## src/rtl/wb_port_arbiter_if.sv

```systemverilog
// Writeback-port bundle: pipeline writeback, long-latency unit results and the
// single register-file write port, plus the registered stall request.
interface wb_port_arbiter_if;
  logic        RegWriteW;
  logic [4:0]  RD_W;
  logic [31:0] ResultW;
  logic        LU_valid;
  logic [4:0]  LU_rd;
  logic [31:0] LU_data;
  logic        LU_ready;
  logic        RegWrite_RF;
  logic [4:0]  RD_RF;
  logic [31:0] WD_RF;
  logic        StallReq;

  modport master (
    output RegWriteW, RD_W, ResultW, LU_valid, LU_rd, LU_data,
    input  LU_ready, RegWrite_RF, RD_RF, WD_RF, StallReq
  );

  modport slave (
    input  RegWriteW, RD_W, ResultW, LU_valid, LU_rd, LU_data,
    output LU_ready, RegWrite_RF, RD_RF, WD_RF, StallReq
  );
endinterface

```

## src/rtl/wb_port_arbiter.sv

```systemverilog
// Shares one register-file write port between the pipeline and a 2-deep buffer of
// mul/div results. Optional macro WB_ARB_BYPASS_EN writes an LU result straight through when idle.
module wb_port_arbiter #(
  parameter int STARVE_LIMIT = 4
) (
  input logic               clk,
  input logic               rst,
  wb_port_arbiter_if.slave  bus
);

  localparam logic [3:0] LIMIT = 4'(STARVE_LIMIT);

  typedef struct packed {
    logic        valid;
    logic [4:0]  rd;
    logic [31:0] data;
  } entry_t;

  entry_t     fifo_q [2];
  entry_t     fifo_d [2];
  logic [1:0] count_q, count_d, midCount;
  logic [3:0] starve_q, starve_d;
  logic       stallReq_q, stallReq_d;

  logic pipeWrite, luAccept, pop, push, bypass;

  assign pipeWrite = bus.RegWriteW && (bus.RD_W != 5'd0);
  assign luAccept  = bus.LU_valid && (count_q != 2'd2);
  assign pop       = !pipeWrite && (count_q != 2'd0);
`ifdef WB_ARB_BYPASS_EN
  assign bypass    = luAccept && (count_q == 2'd0) && !pipeWrite;
`else
  assign bypass    = 1'b0;
`endif
  assign push      = luAccept && !bypass;

  assign bus.LU_ready = (count_q != 2'd2);
  assign bus.StallReq = stallReq_q;

  // Write-port grant; a killed head is still popped but writes nothing.
  always_comb begin
    bus.RegWrite_RF = 1'b0;
    bus.RD_RF       = 5'd0;
    bus.WD_RF       = 32'd0;
    if (!rst) begin
      if (pipeWrite) begin
        bus.RegWrite_RF = 1'b1;
        bus.RD_RF       = bus.RD_W;
        bus.WD_RF       = bus.ResultW;
      end else if (pop) begin
        if (fifo_q[0].valid) begin
          bus.RegWrite_RF = 1'b1;
          bus.RD_RF       = fifo_q[0].rd;
          bus.WD_RF       = fifo_q[0].data;
        end
      end else if (bypass) begin
        bus.RegWrite_RF = 1'b1;
        bus.RD_RF       = bus.LU_rd;
        bus.WD_RF       = bus.LU_data;
      end
    end
  end

  always_comb begin
    fifo_d[0] = fifo_q[0];
    fifo_d[1] = fifo_q[1];
    for (int i = 0; i < 2; i++) begin
      if (pipeWrite && (fifo_q[i].rd == bus.RD_W)) fifo_d[i].valid = 1'b0;
    end
    midCount = count_q;
    if (pop) begin
      fifo_d[0] = fifo_d[1];
      midCount  = count_q - 2'd1;
    end
    // The incoming entry is written after the kill so a same-cycle result survives.
    if (push) begin
      if (midCount == 2'd0) fifo_d[0] = '{valid: 1'b1, rd: bus.LU_rd, data: bus.LU_data};
      else                  fifo_d[1] = '{valid: 1'b1, rd: bus.LU_rd, data: bus.LU_data};
    end
    count_d = midCount + {1'b0, push};

    if (pop || (count_q == 2'd0)) starve_d = 4'd0;
    else if (starve_q < LIMIT)    starve_d = starve_q + 4'd1;
    else                          starve_d = starve_q;

    stallReq_d = (count_d == 2'd2) || (starve_d >= LIMIT);
  end

  always_ff @(posedge clk) begin
    if (rst) begin
      fifo_q[0]  <= '0;
      fifo_q[1]  <= '0;
      count_q    <= 2'd0;
      starve_q   <= 4'd0;
      stallReq_q <= 1'b0;
    end else begin
      fifo_q[0]  <= fifo_d[0];
      fifo_q[1]  <= fifo_d[1];
      count_q    <= count_d;
      starve_q   <= starve_d;
      stallReq_q <= stallReq_d;
    end
  end

endmodule
```

## src/flat_wrapper.sv

```systemverilog
// flat-port wrapper written by rule: the top's interface ports become plain ports
module wb_port_arbiter_flat 
#(
  parameter int STARVE_LIMIT = 4
)
  (clk, rst, bus_RegWriteW, bus_RD_W, bus_ResultW, bus_LU_valid, bus_LU_rd, bus_LU_data, bus_LU_ready, bus_RegWrite_RF, bus_RD_RF, bus_WD_RF, bus_StallReq);
  wb_port_arbiter_if bus_i ();
  input logic clk;
  input logic rst;
  input wire logic [$bits(bus_i.RegWriteW)-1:0] bus_RegWriteW;
  input wire logic [$bits(bus_i.RD_W)-1:0] bus_RD_W;
  input wire logic [$bits(bus_i.ResultW)-1:0] bus_ResultW;
  input wire logic [$bits(bus_i.LU_valid)-1:0] bus_LU_valid;
  input wire logic [$bits(bus_i.LU_rd)-1:0] bus_LU_rd;
  input wire logic [$bits(bus_i.LU_data)-1:0] bus_LU_data;
  output wire logic [$bits(bus_i.LU_ready)-1:0] bus_LU_ready;
  output wire logic [$bits(bus_i.RegWrite_RF)-1:0] bus_RegWrite_RF;
  output wire logic [$bits(bus_i.RD_RF)-1:0] bus_RD_RF;
  output wire logic [$bits(bus_i.WD_RF)-1:0] bus_WD_RF;
  output wire logic [$bits(bus_i.StallReq)-1:0] bus_StallReq;
  assign bus_i.RegWriteW = bus_RegWriteW;
  assign bus_i.RD_W = bus_RD_W;
  assign bus_i.ResultW = bus_ResultW;
  assign bus_i.LU_valid = bus_LU_valid;
  assign bus_i.LU_rd = bus_LU_rd;
  assign bus_i.LU_data = bus_LU_data;
  assign bus_LU_ready = bus_i.LU_ready;
  assign bus_RegWrite_RF = bus_i.RegWrite_RF;
  assign bus_RD_RF = bus_i.RD_RF;
  assign bus_WD_RF = bus_i.WD_RF;
  assign bus_StallReq = bus_i.StallReq;
  wb_port_arbiter #(.STARVE_LIMIT(STARVE_LIMIT)) u_core (.clk(clk), .rst(rst), .bus(bus_i));
endmodule
```

## config.mk

```make
export PLATFORM = sky130hd
export DESIGN_NAME = wb_port_arbiter_flat
export DESIGN_NICKNAME = d
export VERILOG_FILES = /design/src/rtl/wb_port_arbiter_if.sv /design/src/rtl/wb_port_arbiter.sv /design/src/flat_wrapper.sv
export SDC_FILE = /design/constraint.sdc
export NUM_CORES = 1
export LEC_CHECK = 0
export CAP_MARGIN = 20
export CORE_MARGIN = 5
export CORE_UTILIZATION = 48
export DETAILED_ROUTE_END_ITERATION = 16
export HOLD_SLACK_MARGIN = 0.03
export MAX_ROUTING_LAYER = met4
export PLACE_DENSITY = 0.93
export SYNTH_ARGS = -nofsm -noshare
export SYNTH_HDL_FRONTEND = slang
export SYNTH_SLANG_ARGS = --single-unit
```

## constraint.sdc

```tcl
create_clock -name clk -period 3.26 [get_ports clk]
set_input_delay 0.489 -clock clk [delete_from_list [all_inputs] [get_ports clk]]
set_output_delay 0.489 -clock clk [all_outputs]
set_load 0.005 [all_outputs]
```

Yosys cells after proc, flatten, opt, wreduce, memory -nomap -nowiden
Memory sizes are Yosys's and may differ from the RTL's.
Index checks and enable logic that the tools add are counted.
{"block": "totals", "regBits": 7, "mem_bits_rw": 76, "inputBits": 78, "out_inout_bits": 40, "memories": 1}
{"name": "u_core.fifo_q", "depth": 2, "width": 38, "rd": 2, "rd_ports_with_merged_regs": 0, "write_ports": 2, "line": "wb_port_arbiter.sv:19", "text": "entry_t fifo_q [2];"}
{"block": "classes", "n_addsub": 3, "order_cmp": 2, "eq_ne": 4, "muxes": 26, "bitwise": 2, "n_reduce_logical": 12}
{"operator": "two-way mux 38 bit", "count": 5}
{"operator": "two-way mux 32 bit", "count": 4}
{"operator": "two-way mux 76 bit", "count": 1}
{"operator": "two-way mux 5 bit", "count": 4}
{"operator": "equality test 5 bit", "count": 2}
{"operator": "two-way mux 1 bit", "count": 9}
{"operator": "two-way mux 4 bit", "count": 2}
{"operator": "logical AND 1 bit", "count": 5}
{"operator": "nonzero test 5 bit", "count": 1}
{"operator": "adder 4 x 1 -> 4 bit, second input constant", "count": 1}
{"operator": "greater-or-equal comparator 4 x 3 -> 1 bit, second input constant", "count": 1}
{"operator": "zero test 2 bit", "count": 2}
{"operator": "less-than comparator 4 x 3 -> 1 bit, second input constant", "count": 1}
{"operator": "adder 2 x 1 -> 2 bit", "count": 1}
{"operator": "equality test 2 bit, second input constant", "count": 1}
{"operator": "logical OR 1 bit", "count": 2}
{"operator": "two-way mux 2 bit", "count": 1}
{"operator": "!= test 2 bit, second input constant", "count": 1}
{"operator": "OR 1 bit", "count": 2}
{"operator": "nonzero test 2 bit", "count": 1}
{"operator": "subtractor 2 x 1 -> 2 bit, second input constant", "count": 1}
{"operator": "zero test 1 bit", "count": 1}

Depth between registers and ports, before layout
{"block": "logic_depth", "word_depth": 9, "depth_mapped": 10}

Least setup slack after synthesis
Ideal clock, no wire load.
{"block": "synth_timing", "path_kind": "register to output", "start": "register u_core.count_q[0]", "end": "output bus_WD_RF[10]", "arrival_ns": 1.986, "required_ns": 2.771, "path_slack_ns": 0.785, "stages_incl_launch_ff": 10, "cell_sequence": "dfxtp_1 -> inv_1 -> ha_1 -> or3_1 -> o21ai_0 -> and2_1 -> buf_2 -> buf_2 -> a22oi_1 -> nor2_1"}
{"block": "synth_between", "elab_chain_cells": 5}
{"element": "start: declaration", "line": "wb_port_arbiter.sv:21", "text": "logic [1:0] count_q, count_d, midCount;"}
{"element": "start signal: assignment", "line": "wb_port_arbiter.sv:99", "text": "count_q <= count_d;"}
{"element": "nonzero test 2 bit", "line": "wb_port_arbiter.sv:29", "text": "assign pop = !pipeWrite && (count_q != 2'd0);"}
{"element": "logical AND 1 bit", "line": "wb_port_arbiter.sv:29"}
{"element": "two-way mux 32 bit", "line": "wb_port_arbiter.sv:50", "text": "end else if (pop) begin"}
{"element": "two-way mux 32 bit", "line": "wb_port_arbiter.sv:46", "text": "if (pipeWrite) begin"}
{"element": "two-way mux 32 bit", "line": "wb_port_arbiter.sv:45", "text": "if (!rst) begin"}
{"element": "end: declaration", "line": "flat_wrapper.sv:19", "text": "output wire logic [$bits(bus_i.WD_RF)-1:0] bus_WD_RF;"}
Every way passes these cells.

Final worst setup path
{"block": "layout_timing", "start": "register u_core.count_q[0]", "end": "output bus_WD_RF[25]"}
The elaborated chain is that of the path after synthesis.

==> impl_results.html <==
<table>
<tr><th>Metric</th><th>Value</th></tr>
<tr><th colspan="2">Critical path</th></tr>
<tr><td>Critical Path Slowest Stage Cell</td><td>sky130_fd_sc_hd__clkdlybuf4s50_1</td></tr>
<tr><td>Cell breakdown of the critical path</td><td>inv_1, ha_1, or3_4, o21ai_4, and2_4, buf_8, a22oi_1, nor2_1, clkdlybuf4s50_1</td></tr>
<tr><td>Data required time at the worst endpoint</td><td>2.77 ns</td></tr>
<tr><td>Arrival time worst endpoint</td><td>2.66 ns</td></tr>
<tr><td>Largest stage delay on the critical path</td><td>0.54 ns</td></tr>
<tr><td>WS Path Type</td><td>flip-flop to output port</td></tr>
<tr><td>Reg-to-reg setup timing slack</td><td>0.70 ns</td></tr>
<tr><td>Logic depth of the worst register-to-register path</td><td>8</td></tr>
<tr><td>Worst Path Max Fanout</td><td>16</td></tr>
<tr><td>Endpoint type of the worst setup path</td><td>output port</td></tr>
<tr><td>Launching element type of the critical path</td><td>flip-flop</td></tr>
<tr><th colspan="2">Power</th></tr>
<tr><td>Peak ir drop on the vdd network</td><td>0.331 mV</td></tr>
<tr><td>Power density over the cells</td><td>661 nW/um^2</td></tr>
<tr><td>Static Leakage</td><td>1.99 nW</td></tr>
<tr><th colspan="2">Clock network</th></tr>
<tr><td>Clock Sinks</td><td>83</td></tr>
<tr><td>Buffer levels on the longest clock path</td><td>2</td></tr>
<tr><td>Root cell of the clock tree</td><td>sky130_fd_sc_hd__clkbuf_8</td></tr>
<tr><td>H-tree level count</td><td>3</td></tr>
<tr><td>Clock-pin slew on the worst setup and hold paths</td><td>0.08 ns</td></tr>
<tr><td>Setup Buffers After CTS</td><td>0</td></tr>
<tr><td>CTS tree</td><td>built</td></tr>
<tr><td>Inserted Clock Buffers</td><td>9</td></tr>
<tr><td>Clock latency of the later-clocked register in the worst-skew pair</td><td>0.34 ns</td></tr>
<tr><th colspan="2">Place</th></tr>
<tr><td>Number of placed instances, taps included</td><td>681</td></tr>
<tr><td>Detailed placement HPWL</td><td>8110 microns</td></tr>
<tr><td>Count of port buffers added during placement</td><td>117</td></tr>
<tr><td>Routability-driven placement congestion ratio</td><td>0.879</td></tr>
<tr><th colspan="2">Layout</th></tr>
<tr><td>Area growth from synthesis to layout</td><td>34.9%</td></tr>
<tr><td># fillers</td><td>681</td></tr>
<tr><td>Post-layout nets</td><td>669</td></tr>
<tr><td>Number of antenna diodes</td><td>0</td></tr>
<tr><td>Final standard cell count with taps included and fillers excluded</td><td>697</td></tr>
<tr><td>Fraction of final layout cells with drive strength greater than 1</td><td>0.103</td></tr>
<tr><td>Final core area utilization</td><td>0.669</td></tr>
<tr><th colspan="2">Synth</th></tr>
<tr><td>Number of enable-type register cells in the synthesized netlist</td><td>0</td></tr>
<tr><td>Average instance area after synthesis</td><td>8.54 sq um</td></tr>
<tr><td>Nets in the synthesized netlist</td><td>564</td></tr>
<tr><td>Synthesized instance count</td><td>482</td></tr>
<tr><td>Cell variety after synth</td><td>31</td></tr>
<tr><td>Synth warnings</td><td>0</td></tr>
<tr><td>Most repeated cell in the gate-level netlist after synthesis</td><td>sky130_fd_sc_hd__nor2_1</td></tr>
<tr><td>Fraction of registers with async set or reset after synthesis</td><td>0</td></tr>
<tr><td>Cell types with the highest counts after synthesis</td><td>sky130_fd_sc_hd__nor2_1, sky130_fd_sc_hd__dfxtp_1, sky130_fd_sc_hd__nand2_1</td></tr>
<tr><td>Synth Register Bits</td><td>83</td></tr>
<tr><td>Sequential share of the synthesized area</td><td>0.404</td></tr>
<tr><td>Main area contributors after synthesis</td><td>sky130_fd_sc_hd__dfxtp_1, sky130_fd_sc_hd__nor2_1, sky130_fd_sc_hd__mux2i_1</td></tr>
<tr><td>Post-synth top area cell</td><td>sky130_fd_sc_hd__dfxtp_1</td></tr>
<tr><td>Synth top area share</td><td>0.404</td></tr>
<tr><td>Dominant register cell in the synthesized netlist</td><td>sky130_fd_sc_hd__dfxtp_1</td></tr>
<tr><td>Mapped Area</td><td>4120 sq um</td></tr>
<tr><th colspan="2">Die</th></tr>
<tr><td>Die extent in x</td><td>103 microns</td></tr>
<tr><td>Starting utilization of the core area</td><td>0.496</td></tr>
<tr><td>Area of the die</td><td>10500 sq um</td></tr>
<tr><td>Height of the chip</td><td>103 microns</td></tr>
<tr><td>Standard-cell rows</td><td>33</td></tr>
<tr><td>Top-Level Pins</td><td>118</td></tr>
<tr><td>Area inside the core boundary</td><td>8300 sq um</td></tr>
<tr><th colspan="2">Min path</th></tr>
<tr><td>Class of the most critical hold timing path</td><td>flip-flop to flip-flop</td></tr>
<tr><td>Worst hold path cell count</td><td>2</td></tr>
<tr><th colspan="2">Global route</th></tr>
<tr><td>Pin count of the biggest net entering global routing</td><td>66</td></tr>
<tr><td>All-Layer GR Usage</td><td>0.223</td></tr>
<tr><td>Vias in the first global route</td><td>3927</td></tr>
<tr><td>Total gr overflow</td><td>0</td></tr>
<tr><td>Global-route wire length before repair</td><td>18300 microns</td></tr>
<tr><td>Initial antenna violation count</td><td>0</td></tr>
<tr><th colspan="2">Timing</th></tr>
<tr><td>Post-route clock skew</td><td>0.00928 ns</td></tr>
<tr><td>Fin. max-slew vios</td><td>0</td></tr>
<tr><td>Post-Route Setup TNS</td><td>0 ns</td></tr>
<tr><td>Max Freq</td><td>318 MHz</td></tr>
<tr><td>Worst-margin pin slew</td><td>0.731 ns</td></tr>
<tr><td>Normalized max-slew margin</td><td>0.512</td></tr>
<tr><td>Final clock period utilization by the worst path</td><td>0.966</td></tr>
<tr><td>Final hold slack</td><td>0.484 ns</td></tr>
<tr><td>Endpoints failing setup</td><td>0</td></tr>
<tr><td>Post-layout min period</td><td>3.15 ns</td></tr>
<tr><td>Count of endpoints failing hold in the final timing report</td><td>0</td></tr>
<tr><th colspan="2">Detailed routing</th></tr>
<tr><td>Antenna Violating Nets Remaining</td><td>0</td></tr>
<tr><td>Initial DRC Count</td><td>191</td></tr>
<tr><td>Final routed wire length divided by cell count</td><td>16.5 microns</td></tr>
<tr><td>Routed Wire Length</td><td>11500 microns</td></tr>
<tr><td>Vias post-DR</td><td>3895</td></tr>
<tr><td>Number of detailed-routing iterations run before antenna repair</td><td>4</td></tr>
<tr><td>Post-route DRC</td><td>0</td></tr>
<tr><td>Via count normalized by instance count</td><td>5.59</td></tr>
<tr><th colspan="2">Run</th></tr>
<tr><td>Max-cap violation count</td><td>0</td></tr>
<tr><th colspan="2">Status</th></tr>
<tr><td>Outcome</td><td>finished, final reports clean</td></tr>
</table>
worst paths after layout:
check / from / to
worst max-delay path: u_core.count_q[0]$_SDFF_PP0_ / bus_WD_RF[25]
worst min-delay path: u_core.fifo_q[0][40]$_SDFFE_PP0P_ / u_core.fifo_q[0][2]$_SDFF_PP0_
worst max register to register: u_core.count_q[0]$_SDFF_PP0_ / u_core.fifo_q[0][9]$_SDFF_PP0_
worst min register to register: u_core.fifo_q[0][40]$_SDFFE_PP0P_ / u_core.fifo_q[0][2]$_SDFF_PP0_
cells in the final DEF, fill, tap and decap left out, types with 4 or more instances in the layout:
cell type / count
sky130_fd_sc_hd__nor2_1: 120
sky130_fd_sc_hd__clkdlybuf4s50_1: 116
sky130_fd_sc_hd__dfxtp_1: 82
sky130_fd_sc_hd__nand2_1: 78
sky130_fd_sc_hd__mux2i_1: 39
sky130_fd_sc_hd__a22oi_1: 37
sky130_fd_sc_hd__a311oi_2: 20
sky130_fd_sc_hd__a311oi_1: 17
sky130_fd_sc_hd__buf_4: 15
sky130_fd_sc_hd__clkbuf_8: 9
sky130_fd_sc_hd__xnor2_1: 7
sky130_fd_sc_hd__xor2_1: 6
sky130_fd_sc_hd__inv_1: 4
sky130_fd_sc_hd__a21oi_1: 4
sky130_fd_sc_hd__ha_1: 4
registers in the layout, indices dropped and copies added (netlist names):
name and count:
u_core.bus.StallReq 1, u_core.count_q 2, u_core.fifo_q 76, u_core.starve_q 4
routing by layer:
layer,share of wire,global-route usage,up-vias
li1,-,-,1882
met4,0.0064,0.0565,0
met5,0,-,-
met2,0.53,0.384,118
met3,0.058,0.0514,8
met1,0.41,0.264,1887
critical path, delay by kind of cell, from the launching register on:
kind                       cells  cell delay [ns]
DFF                            1             0.38
and+or+nand+nor                3             0.70
AOI/OAI and AO/OA              2             0.21
buffers and inverters          3             0.78
adders and majority gates      1             0.24
report_power, final:
| part | internal [mW] | switching (mW) | leakage [nW] | total, mW |
|---|---|---|---|---|
| clock network | 0.277 | 0.357 | 0.0726 | 0.634 |
| registers | 1.35 | 0.220 | 0.681 | 1.57 |
| logic | 0.677 | 0.787 | 1.24 | 1.46 |
logic make-up after synthesis:
| kind of cell | count (synthesis) | share of synthesized area |
|---|---|---|
| compound gates | 85 | 0.194 |
| xor+xnor | 13 | 0.0277 |
| fa+ha+maj | 4 | 0.0122 |
| buf+inv | 46 | 0.0617 |
| flops | 83 | 0.404 |
| mux | 41 | 0.104 |
| simple gates | 210 | 0.198 |
per-stage QoR:
step                total power, mW  setup WS [ns]  cell area (sq um)
finish                         3.67          0.111               5550
floorplan                      2.62          0.785               4120
CTS                            3.67         0.0120               5540
global route                   3.89       -0.00608               5550
detailed placement             3.03         0.0866               5370
global placement               2.94          0.177               5370
area by class of cell:
class / count / area, sq um / share of cell area
repair buffers: 136 / 1350 / 0.243
clock buffers: 12 / 135 / 0.0243
inverters: 4 / 15.0 / 0.00270
well taps: 105 / 131 / 0.0237
flip-flops and latches: 83 / 1660 / 0.299
clock inverters: 4 / 27.5 / 0.00496
multi-input cells: 353 / 2230 / 0.402
timing repair:
action | 4_1_cts | 5_1_grt
hold buffers | 0 | 0
hold endpoints to repair | 0 | 0
resized for setup | 3 | 5
setup endpoints to repair | 27 | 38
No activity file was read; power rests on OpenSTA's default activity.
